`config.mk`:
```
export PLATFORM = sky130hd
export DESIGN_NAME = march_c_controller
export DESIGN_NICKNAME = d
export VERILOG_FILES = /design/src/rtl/march_c_controller.sv
export SDC_FILE = /design/constraint.sdc
export NUM_CORES = 1
export LEC_CHECK = 0
export ABC_AREA = 1
export CORE_MARGIN = 2
export CORE_UTILIZATION = 40
export DETAILED_ROUTE_END_ITERATION = 12
export PLACE_DENSITY = 0.81
export SYNTH_ARGS = -nofsm -noshare
export SYNTH_HDL_FRONTEND = slang
export SYNTH_SLANG_ARGS = --single-unit
export TNS_END_PERCENT = 30
```
`constraint.sdc`:
```
create_clock -name clk -period 2.5 [get_ports clk]
set_clock_uncertainty 0.05 [all_clocks]
set_input_delay 0.375 -clock clk [delete_from_list [all_inputs] [get_ports clk]]
set_output_delay 0.375 -clock clk [all_outputs]
set_load 0.01 [all_outputs]
```
`src/rtl/march_c_controller.sv`:
```
`default_nettype none
// ============================================================================
// Module      : march_c_controller
// Description : March C- BIST sequencer over ARRAY_SIZE memory words.
//               Runs {B(w0); U(r0,w1); U(r1,w0); D(r0,w1); D(r1,w0); B(r0)}.
//               Steers an external address generator (addr_gen_en and
//               addr_gen_rst) and consumes its count on addr_in. Drives the
//               memory-under-test strobes, checks read data one cycle after
//               each read and reports pass/fail when the run ends.
// Optional    : `define FAIL_LOG_EN to keep the address and element of the
//               first mismatch on fail_addr/fail_elem. Without it both
//               outputs are tied to zero. pass/fail behaves the same either way.
// Ports       : clk          - clock, rising edge
//               rst_n        - asynchronous active-low reset
//               start        - launch request, sampled in IDLE and DONE
//               addr_in      - count from the address generator
//               addr_gen_en  - advance the address generator
//               addr_gen_rst - synchronous clear of the address generator
//               mem_addr     - memory address (reversed in the D elements)
//               mem_we       - write strobe
//               mem_re       - read strobe, data returns one cycle later
//               mem_wdata    - write data, all-0 or all-1 pattern
//               mem_rdata    - read data, valid the cycle after mem_re
//               busy         - run in progress
//               done         - run finished, result valid
//               pass         - done and no mismatch seen
//               fail_addr    - address of the first mismatch
//               fail_elem    - March element (1..5) of the first mismatch
// Revision    : 1.0 - initial release
// ============================================================================
module march_c_controller #(
    parameter int ARRAY_SIZE = 16,
    parameter int ADDR_WIDTH = $clog2(ARRAY_SIZE),
    parameter int DATA_WIDTH = 8
) (
    input  logic                  clk,
    input  logic                  rst_n,
    input  logic                  start,
    input  logic [ADDR_WIDTH-1:0] addr_in,
    output logic                  addr_gen_en,
    output logic                  addr_gen_rst,
    output logic [ADDR_WIDTH-1:0] mem_addr,
    output logic                  mem_we,
    output logic                  mem_re,
    output logic [DATA_WIDTH-1:0] mem_wdata,
    input  logic [DATA_WIDTH-1:0] mem_rdata,
    output logic                  busy,
    output logic                  done,
    output logic                  pass,
    output logic [ADDR_WIDTH-1:0] fail_addr,
    output logic [2:0]            fail_elem
);

    // March elements are encoded consecutively so that "next element" is a
    // plain increment, and element number = encoding - 1 for M1..M5.
    localparam logic [3:0] c_st_idle  = 4'd0;
    localparam logic [3:0] c_st_m0    = 4'd1;
    localparam logic [3:0] c_st_m1    = 4'd2;
    localparam logic [3:0] c_st_m2    = 4'd3;
    localparam logic [3:0] c_st_m3    = 4'd4;
    localparam logic [3:0] c_st_m4    = 4'd5;
    localparam logic [3:0] c_st_m5    = 4'd6;
    localparam logic [3:0] c_st_drain = 4'd7;
    localparam logic [3:0] c_st_done  = 4'd8;

    localparam logic [ADDR_WIDTH-1:0] c_last = ADDR_WIDTH'(ARRAY_SIZE - 1);

    logic [3:0] r_state;
    logic [3:0] w_state_nxt;
    logic       r_op;
    logic       w_op_nxt;
    logic       w_launch;
    logic       w_mstate;
    logic       w_last_op;
    logic       w_desc;
    logic       w_bit;
    logic       r_cmp_valid;
    logic       r_cmp_exp;
    logic       r_fail;
    logic       w_mismatch;

    // ------------------------------------------------------------------
    // Next-state and strobe decode
    // ------------------------------------------------------------------
    always_comb begin
        w_state_nxt  = r_state;
        w_op_nxt     = r_op;
        w_launch     = 1'b0;
        w_mstate     = 1'b0;
        w_last_op    = 1'b0;
        w_desc       = 1'b0;
        w_bit        = 1'b0;
        addr_gen_en  = 1'b0;
        addr_gen_rst = 1'b0;
        mem_we       = 1'b0;
        mem_re       = 1'b0;

        case (r_state)
            c_st_idle, c_st_done: begin
                // Keep the generator cleared so a launch always starts at 0.
                addr_gen_rst = 1'b1;
                if (start) begin
                    w_launch    = 1'b1;
                    w_state_nxt = c_st_m0;
                    w_op_nxt    = 1'b0;
                end
            end
            c_st_m0: begin
                w_mstate  = 1'b1;
                w_last_op = 1'b1;
                mem_we    = 1'b1;
                w_bit     = 1'b0;
            end
            c_st_m1, c_st_m3: begin
                // op0 reads 0, op1 writes 1
                w_mstate  = 1'b1;
                w_desc    = (r_state == c_st_m3);
                w_last_op = r_op;
                mem_re    = ~r_op;
                mem_we    = r_op;
                w_bit     = r_op;
            end
            c_st_m2, c_st_m4: begin
                // op0 reads 1, op1 writes 0
                w_mstate  = 1'b1;
                w_desc    = (r_state == c_st_m4);
                w_last_op = r_op;
                mem_re    = ~r_op;
                mem_we    = r_op;
                w_bit     = ~r_op;
            end
            c_st_m5: begin
                w_mstate  = 1'b1;
                w_last_op = 1'b1;
                mem_re    = 1'b1;
                w_bit     = 1'b0;
            end
            c_st_drain: begin
                // Last read's data is compared this cycle.
                w_state_nxt = c_st_done;
            end
            default: begin
                w_state_nxt = c_st_idle;
            end
        endcase

        if (w_mstate) begin
            if (!w_last_op) begin
                w_op_nxt = 1'b1;
            end else begin
                w_op_nxt = 1'b0;
                if (addr_in != c_last) begin
                    addr_gen_en = 1'b1;
                end else begin
                    // Element boundary: wrap by explicit clear, never by
                    // counter overflow. After M5 the counter is simply parked;
                    // DONE clears it before any relaunch.
                    w_state_nxt  = r_state + 4'd1;
                    addr_gen_rst = (r_state != c_st_m5);
                end
            end
        end
    end

    assign mem_addr  = w_desc ? (c_last - addr_in) : addr_in;
    assign mem_wdata = mem_we ? {DATA_WIDTH{w_bit}} : '0;

    assign busy = (r_state != c_st_idle) && (r_state != c_st_done);
    assign done = (r_state == c_st_done);
    assign pass = done && !r_fail;

    // ------------------------------------------------------------------
    // State register
    // ------------------------------------------------------------------
    always_ff @(posedge clk or negedge rst_n) begin
        if (!rst_n) begin
            r_state <= c_st_idle;
            r_op    <= 1'b0;
        end else begin
            r_state <= w_state_nxt;
            r_op    <= w_op_nxt;
        end
    end

    // ------------------------------------------------------------------
    // Read compare: expectation captured with the read strobe, checked
    // against the data that returns on the following cycle.
    // ------------------------------------------------------------------
    assign w_mismatch = r_cmp_valid && (mem_rdata != {DATA_WIDTH{r_cmp_exp}});

    always_ff @(posedge clk or negedge rst_n) begin
        if (!rst_n) begin
            r_cmp_valid <= 1'b0;
            r_cmp_exp   <= 1'b0;
            r_fail      <= 1'b0;
        end else begin
            r_cmp_valid <= mem_re;
            if (mem_re) begin
                r_cmp_exp <= w_bit;
            end
            if (w_launch) begin
                r_fail <= 1'b0;
            end else if (w_mismatch) begin
                r_fail <= 1'b1;
            end
        end
    end

`ifdef FAIL_LOG_EN
    logic [ADDR_WIDTH-1:0] r_cmp_addr;
    logic [2:0]            r_cmp_elem;
    logic [ADDR_WIDTH-1:0] r_fail_addr;
    logic [2:0]            r_fail_elem;
    logic [2:0]            w_elem;

    // Element number of the current read (only meaningful in M1..M5).
    assign w_elem = r_state[2:0] - 3'd1;

    always_ff @(posedge clk or negedge rst_n) begin
        if (!rst_n) begin
            r_cmp_addr  <= '0;
            r_cmp_elem  <= 3'd0;
            r_fail_addr <= '0;
            r_fail_elem <= 3'd0;
        end else begin
            if (mem_re) begin
                r_cmp_addr <= mem_addr;
                r_cmp_elem <= w_elem;
            end
            if (w_launch) begin
                r_fail_addr <= '0;
                r_fail_elem <= 3'd0;
            end else if (w_mismatch && !r_fail) begin
                // Only the first mismatch of a run is kept.
                r_fail_addr <= r_cmp_addr;
                r_fail_elem <= r_cmp_elem;
            end
        end
    end

    assign fail_addr = r_fail_addr;
    assign fail_elem = r_fail_elem;
`else
    assign fail_addr = '0;
    assign fail_elem = 3'd0;
`endif

endmodule
`default_nettype wire

```
---- Yosys cells after proc, flatten, opt, wreduce, memory -nomap -nowiden ----
Cells that the tools add are included.
operators by class
  bitwise logic cells ..................... 1
  reductions and logical operators ........ 16
  shifts and indexed selects .............. 0
  eq/ne operators ......................... 12
  mux-type cells .......................... 28
  add/sub/neg operators ................... 2
  $mul .................................... 0
  $lt $le $gt $ge ......................... 0
  div/mod/pow operators ................... 0
operators by type and width
  kind                                                             number
  4-bit 2-to-1 mux                                                 5
  4-bit by 3-bit == test with 1-bit output, second input constant  4
  1-bit 2-to-1 mux                                                 16
  4-bit case mux with 3 select lines                               1
  1-bit case mux with 2 select lines                               5
  4-bit by 2-bit == test with 1-bit output, second input constant  2
  8-bit 2-to-1 mux                                                 1
  4-bit != test, second input constant                             2
  8-bit != test                                                    1
  2-bit OR reduction                                               4
  2-bit nonzero test                                               3
  6-bit OR reduction                                               1
  4-bit by 1-bit adder with 4-bit output, second input constant    1
  4-bit by 1-bit == test with 1-bit output, second input constant  1
  4-bit == test, second input constant                             1
  4-bit zero test                                                  1
  4-bit by 3-bit != test with 1-bit output, second input constant  1
  4-bit nonzero test                                               1
  4-bit OR reduction                                               1
  4-bit subtractor, first input constant                           1
  1-bit logical AND                                                3
  2-bit AND reduction                                              1
  1-bit zero test                                                  1
  1-bit NOT                                                        1
word-level totals
  RAM bits ................................ 0
  flip-flop bits (word level) ............. 8
  memories ................................ 0
  latch bits .............................. 0
  logic and storage cells ................. 64
  bits in read-only memories .............. 0
  output and inout bits ................... 26
  input bits .............................. 15

---- Depth between registers and ports, before layout ----
Gate-level depths: netlist of the first run.
  word-level depth ........................ 6
  mapped depth ............................ 10
  gate-level depth less buffers ........... 10

---- Least setup slack after synthesis of the first run ----
Ideal clock, no wire load.
  kind .................................... reg-to-output
  from .................................... register r_state[0]
  to ...................................... output port mem_wdata[1]
  path buffers ............................ 1
  path slack .............................. 0.377 ns
  required time ........................... 2.075 ns
  arrival time ............................ 1.698 ns
  stages on the path, launching flop included .. 8
  path through ............................ dfrtp_1 inv_1 ha_1 o21ai_4 nand2_4 nand2_4 a21oi_1 buf_4
on the way
  word-level cells in the longest chain between the ends .. 4
  elaborated cells on any way between the ends .. 11
  those cells by class .................... eq/ne: 5; mux: 3; reduce/logical: 3
ends and longest elaborated chain
  element                                                                                                      line  source
  from (decl)                                                                                                  68    logic [3:0] r_state;
  from (signal assigned)                                                                                       177   r_state <= c_st_idle;
  from (signal assigned)                                                                                       180   r_state <= w_state_nxt;
  4-bit by 3-bit == test with 1-bit output / 4-bit by 2-bit == test with 1-bit output (equally long branches)  98    case (r_state)
  4-bit OR reduction (no source line) / 2-bit OR reduction (equally long branches)                             --
  1-bit case mux with 2 select lines                                                                           98
  8-bit 2-to-1 mux *                                                                                           166   assign mem_wdata = mem_we ? {DATA_WIDTH{w_bit}} : '0;
  to (decl)                                                                                                    45    output logic [DATA_WIDTH-1:0] mem_wdata,
Every way passes the cells marked *; elsewhere a longest branch is shown, timed or not.

---- Worst setup path in the final report of the first run ----
  from .................................... register r_state[0]
  to ...................................... output port mem_re
on the way
  word-level cells in the longest chain between the ends .. 3
  elaborated cells on any way between the ends .. 7
  those cells by class .................... eq/ne: 5; mux: 1; reduce/logical: 1
ends and longest elaborated chain
  element                                                                                                      line  source
  4-bit by 3-bit == test with 1-bit output / 4-bit by 2-bit == test with 1-bit output (equally long branches)  98
  4-bit OR reduction (no source line)                                                                          --
  1-bit case mux with 2 select lines *                                                                         98
  to (decl)                                                                                                    44    output logic mem_re,
Marks and branches as above.

==> impl_metrics.toml, run 1 <==
[drt]
avgRoutedWirePerCell_um = 11.6
vias_per_cell = 4.75
drc_errors = 0
totalWireLength_um = 2120
ant_nets = 0
vias = 865
initialDrtViolationCount = 12
drt-pass1-iter-count = 4

[placement]
dp.cells = 177
place_area_mm2 = 0.00116
gp_congestion = 0.887
io_buffers = 33
hpwl_um = 1610
place_ws_ns = 0.115

[clock_tree]
cts.sinks = 8
clock_latency_ns = 0.25
cts_buffer_depth = 2
h-tree-depth = 1
cts_inserted_buffers = 3
clkSlewWorstSetupHoldPaths_ns = 0.05
cts_root_buffer = "clkbuf_4"
cts_hold_buf = 0
cts_tree = "built"

[critical_path]
crit_path_start = "r_state[0]$_DFF_PN0_"
cp-end-kind = "primary output"
ff2ff_path_depth = 9
arrival_ns = 2.01
criticalPathCategory = "reg -> out"
critPathLaunchType = "register"
worst-path-stages = 7
cp_slowest_cell = "clkdlybuf4s50_1"
r2r_slack_ns = 0.86
reg2reg_from = "r_state[0]$_DFF_PN0_"
critPathTopFamily = "buffers and inverters"
critPathMaxStageDelay_ns = 0.49
regToRegEndpoint = "r_state[1]$_DFF_PN0_"
crit_chain = "buf_4 -> ha_4 -> o21ai_4 -> nand2_4 -> a21boi_2 -> inv_1 -> clkdlybuf4s50_1"
path_buf_inv = 3
crit_fanout = 4
cp-endpoint = "mem_re"
crit_required_ns = 2.08

[die]
rows = 16
initial_core_util = 0.429
die_h_um = 50.4
io_pins = 41
die_area_mm2 = 0.00254
core_area_mm2 = 0.00200
dieWidth_um = 50.4

[global_routing]
grt_use_total = 0.170
antenna_found_initial = 0
grt_overflow_total = 0
grt_max_degree = 9
grt_pass1_vias = 802
grt_pass1_wl_um = 3260

[logic_synthesis]
syn_area_um2 = 860
yosysTopAreaCell = "dfrtp_1"
synth_top_area_frac = 0.233
synth_area_per_cell_um2 = 6.99
ys_seq_area_frac = 0.233
synth_seq_cells = 8
synthDistinctLibCells = 25
synth.area.top_cells = "dfrtp_1, nand2_1, buf_4, nand3_1, ha_1"
yosysWarnings = 0
synth_cells = 123

[pwr]
intPower_mw = 0.578
p_sw_frac = 0.471
powerDensity_mw_per_mm2 = 886
leakage_nw = 0.668
switchingPower_mw = 0.516
p_comb_frac = 0.713
peakVddDrop_mv = 0.642
seq_power_share = 0.199
pwr-share-clk = 0.088

[final_layout]
fin_nets = 176
fin_cells = 182
layout_commonest_cell = "nand2_1"
final_cell_mix = "nand2_1, clkdlybuf4s50_1, nand3_1, inv_1, dlygate4sd2_1"
area_delta_synth_final_pct = 43.7
drive_gt1_frac = 0.194
design_area_mm2 = 0.00123
insertedDiodeCount = 0

[timing]
finalHoldViolCount = 0
finalCritPeriodShare = 0.974
max_freq_ghz = 0.410
min_period_ns = 2.44
fin_ws_ns = 0.0638
slew_viol_final = 0
setup_violations = 0
fin_setup_tns_ns = 0
holdWs_ns = 0.348

[flow_run]
drv_cap = 0

[run_status]
status = "complete, no violations"

[hold_path]
hold_class = "in -> async"
layout make-up:
class	instances	area [um^2]
Tap cell	27	33.8
Inverter	17	63.8
Timing Repair Buffer	37	358
Fill cell	182	767
Multi-Input combinational cell	90	556
Clock buffer	3	22.5
Sequential cell	8	201
repair_timing:
action                                 4_1_cts  5_1_grt
endpoints found under the hold margin        0        0
setup endpoints to repair                   15        5
pin swaps                                    1        0
buffers inserted                             2        0
resized for setup                           21        5
per-stage QoR:
stage               power, mW  utilization
finish                   1.09        0.617
detailed placement      0.966        0.578
global route             1.18        0.617
CTS                      1.09        0.610
global placement        0.948        0.578
floorplan               0.708            -
flip-flops by register name, summed over array words and instances, names as in the netlist:
signal / cells
r_cmp_exp: 1
r_fail: 1
r_op: 1
r_state: 4
r_cmp_valid: 1
cells by family (layout without fill, tap and decap cells):
kind of cell             after synthesis  after routing  share of synthesized area
AND/OR/NAND/NOR                       61             61                      0.352
buffers and inverters                 31             57                      0.196
adder cells (fa/ha/maj)                4              4                     0.0582
XOR/XNOR                               6              6                     0.0611
flip-flops                             8              8                      0.233
other                                  1              7                    0.00436
AO/OA/AOI/OAI                         12             12                     0.0946
power groups by stage:
stage                     Clock [mW]  Sequential, mW  Combinational, mW
after floorplan                    0           0.207              0.501
after global placement             0           0.217              0.731
after detailed placement           0           0.219              0.748
after CTS                     0.0999           0.217              0.773
after global routing           0.105           0.225              0.853
final                         0.0962           0.217              0.780
synthesized netlist by cell type, drive strengths merged:
cell type / number
dfrtp: 8
a21boi: 1
o21ai: 7
xnor2: 4
inv: 16
ha: 4
nand2: 36
conb: 1
buf: 14
xor2: 2
a21oi: 4
nand4: 3
nor3: 1
nor2: 10
clkinv: 1
nand3: 11
routing by layer:
metal | wire, um | up-vias | track usage
met2 | 1130 | 32 | 0.311
li1 | - | 431 | -
met1 | 819 | 398 | 0.174
met4 | 27 | 0 | 0.0721
met3 | 141 | 4 | 0.0595
met5 | 0 | - | 0
how the worst min path moves through the flow:
stage / endpoint / from / slack [ns] / depth (start not counted)
after detailed placement: r_cmp_exp$_DFFE_PN0P_ / r_cmp_exp$_DFFE_PN0P_ / 0.45 / 2
after floorplan: r_cmp_exp$_DFFE_PN0P_ / rst_n / 0.03 / 0
final: r_cmp_valid$_DFF_PN0_ / rst_n / 0.35 / 1
after global placement: r_cmp_exp$_DFFE_PN0P_ / r_cmp_exp$_DFFE_PN0P_ / 0.45 / 2
after CTS: r_fail$_DFFE_PN0P_ / rst_n / 0.36 / 1
after global routing: r_fail$_DFFE_PN0P_ / rst_n / 0.38 / 1
Power figures use the tool's default switching activity.
==> run 2, diff against run 1 <==
--- a/config.mk
+++ b/config.mk
@@ -12,2 +12,3 @@
 export PLACE_DENSITY = 0.81
+export REMOVE_ABC_BUFFERS = 1
 export SYNTH_ARGS = -nofsm -noshare
--- a/constraint.sdc
+++ b/constraint.sdc
@@ -4,2 +4,2 @@
 set_output_delay 0.375 -clock clk [all_outputs]
-set_load 0.01 [all_outputs]
+set_load 0.1 [all_outputs]
==> impl_metrics.toml, run 2 (same netlist as run 1, synthesis figures left out) <==
[run_status]
status = "complete, no violations"

[clock_tree]
clock_latency_ns = 0.26
cts_inserted_buffers = 3
cts_tree = "built"
cts_root_buffer = "clkbuf_4"
cts.sinks = 8
clkSlewWorstSetupHoldPaths_ns = 0.06
cts_buffer_depth = 2
h-tree-depth = 1

[die]
io_pins = 41
initial_core_util = 0.429
die_area_mm2 = 0.00254
rows = 16
dieWidth_um = 50.4
die_h_um = 50.4
core_area_mm2 = 0.00200

[drt]
vias = 871
avgRoutedWirePerCell_um = 13.2
initialDrtViolationCount = 10
drc_errors = 0
totalWireLength_um = 2380
vias_per_cell = 4.84
ant_nets = 0
drt-pass1-iter-count = 4

[timing]
grt_setup_unrepaired = "false"
finalCritPeriodShare = 0.948
finalHoldViolCount = 0
max_freq_ghz = 0.422
slew_viol_final = 0
setup_violations = 0
min_period_ns = 2.37
fin_ws_ns = 0.130

[global_routing]
grt_pass1_vias = 911
grt_use_total = 0.203
antenna_found_initial = 0
grt_pass1_wl_um = 3930
grt_max_degree = 9
grt_overflow_total = 0

[final_layout]
final_cell_mix = "nand2_1, buf_12, clkdlybuf4s50_1, inv_1, nand3_1"
insertedDiodeCount = 0
drive_gt1_frac = 0.275
largest_register_ffs = 4
fin_nets = 174
area_delta_synth_final_pct = 61.3
layout_commonest_cell = "nand2_1"
regMostFlops = "r_state"

[critical_path]
cp_slowest_cell = "dfrtp_2"
crit_chain = "inv_1 -> ha_1 -> nand3_1 -> nand2_1 -> inv_2 -> nand2_8 -> nand3_1 -> nand2_1 -> buf_12"
arrival_ns = 1.94
critPathLaunchType = "register"
regToRegEndpoint = "r_state[1]$_DFF_PN0_"
criticalPathCategory = "reg -> out"
reg2reg_from = "r_state[0]$_DFF_PN0_"
crit_required_ns = 2.08
crit_fanout = 8
ff2ff_path_depth = 10
cp-endpoint = "addr_gen_rst"
r2r_slack_ns = 0.79
critPathMaxStageDelay_ns = 0.44
cp-end-kind = "primary output"
crit_path_start = "r_state[0]$_DFF_PN0_"

[placement]
io_buffers = 33
hpwl_um = 1940
gp_congestion = 0.922
place_ws_ns = 0.283

[flow_run]
drv_cap = 0

[hold_path]
hold_class = "in -> async"
run 2: changes by cell type in the layout (fill, tap and decap cells not counted), sizes merged:
cell           change
dlymetal6s2s       -4
buf               +17
clkdlybuf4s50      -5
dlygate4sd2       -10
run 2: final cells by class:
| type | instances | area, um^2 |
|---|---|---|
| clock buffer | 3 | 22.5 |
| fill | 157 | 616 |
| inverter | 17 | 63.8 |
| multi-input combinational | 90 | 526 |
| sequential | 8 | 201 |
| tap | 27 | 33.8 |
| timing repair buffer | 35 | 539 |
run 2: worst min-delay path by stage:
stage,from,to,slack (ns),depth (start not counted)
detailed placement,r_fail$_DFFE_PN0P_,r_fail$_DFFE_PN0P_,0.46,2
global placement,r_fail$_DFFE_PN0P_,r_fail$_DFFE_PN0P_,0.45,2
floorplan,rst_n,r_cmp_exp$_DFFE_PN0P_,0.03,0
CTS,rst_n,r_state[3]$_DFF_PN0_,0.37,1
global route,rst_n,r_state[2]$_DFF_PN0_,0.38,1
finish,rst_n,r_cmp_exp$_DFFE_PN0P_,0.35,1
run 2: per-layer routing:
metal	GRT usage	wire [um]	vias up
li1	-	-	423
met1	0.170	831	392
met2	0.432	1330	46
met3	0.0625	185	10
met4	0.0676	34	0
met5	0	0	-
run 2: critical path, delay by kind of cell (launching register included):
family	cells	cell delay, ns
adders and majority gates	1	0.22
buffers and inverters	3	0.39
DFF	1	0.44
and+or+nand+nor	5	0.62
run 2: timing repair:
action,4_1_cts,5_1_grt
resized for setup,0,6
hold endpoints to repair,0,0
pin swaps,1,0
hold buffers,0,0
setup buffers,1,0
setup endpoints to repair,1,10
run 2: per-stage QoR:
step | std cells | setup TNS [ns] | hold WS, ns | area [um^2] | util
after floorplan | 115 | -83.55 | 0.0294 | 777 | -
after global placement | 176 | 0 | 0.454 | 1340 | 0.669
after detailed placement | 176 | 0 | 0.462 | 1340 | 0.669
after CTS | 180 | 0 | 0.370 | 1370 | 0.684
after global routing | 180 | 0 | 0.375 | 1390 | 0.693
final | 180 | 0 | 0.350 | 1390 | 0.693
Power of run 2 is not shown: default switching activity piles up to over one toggle a cycle in this logic, so the estimate is an artifact.
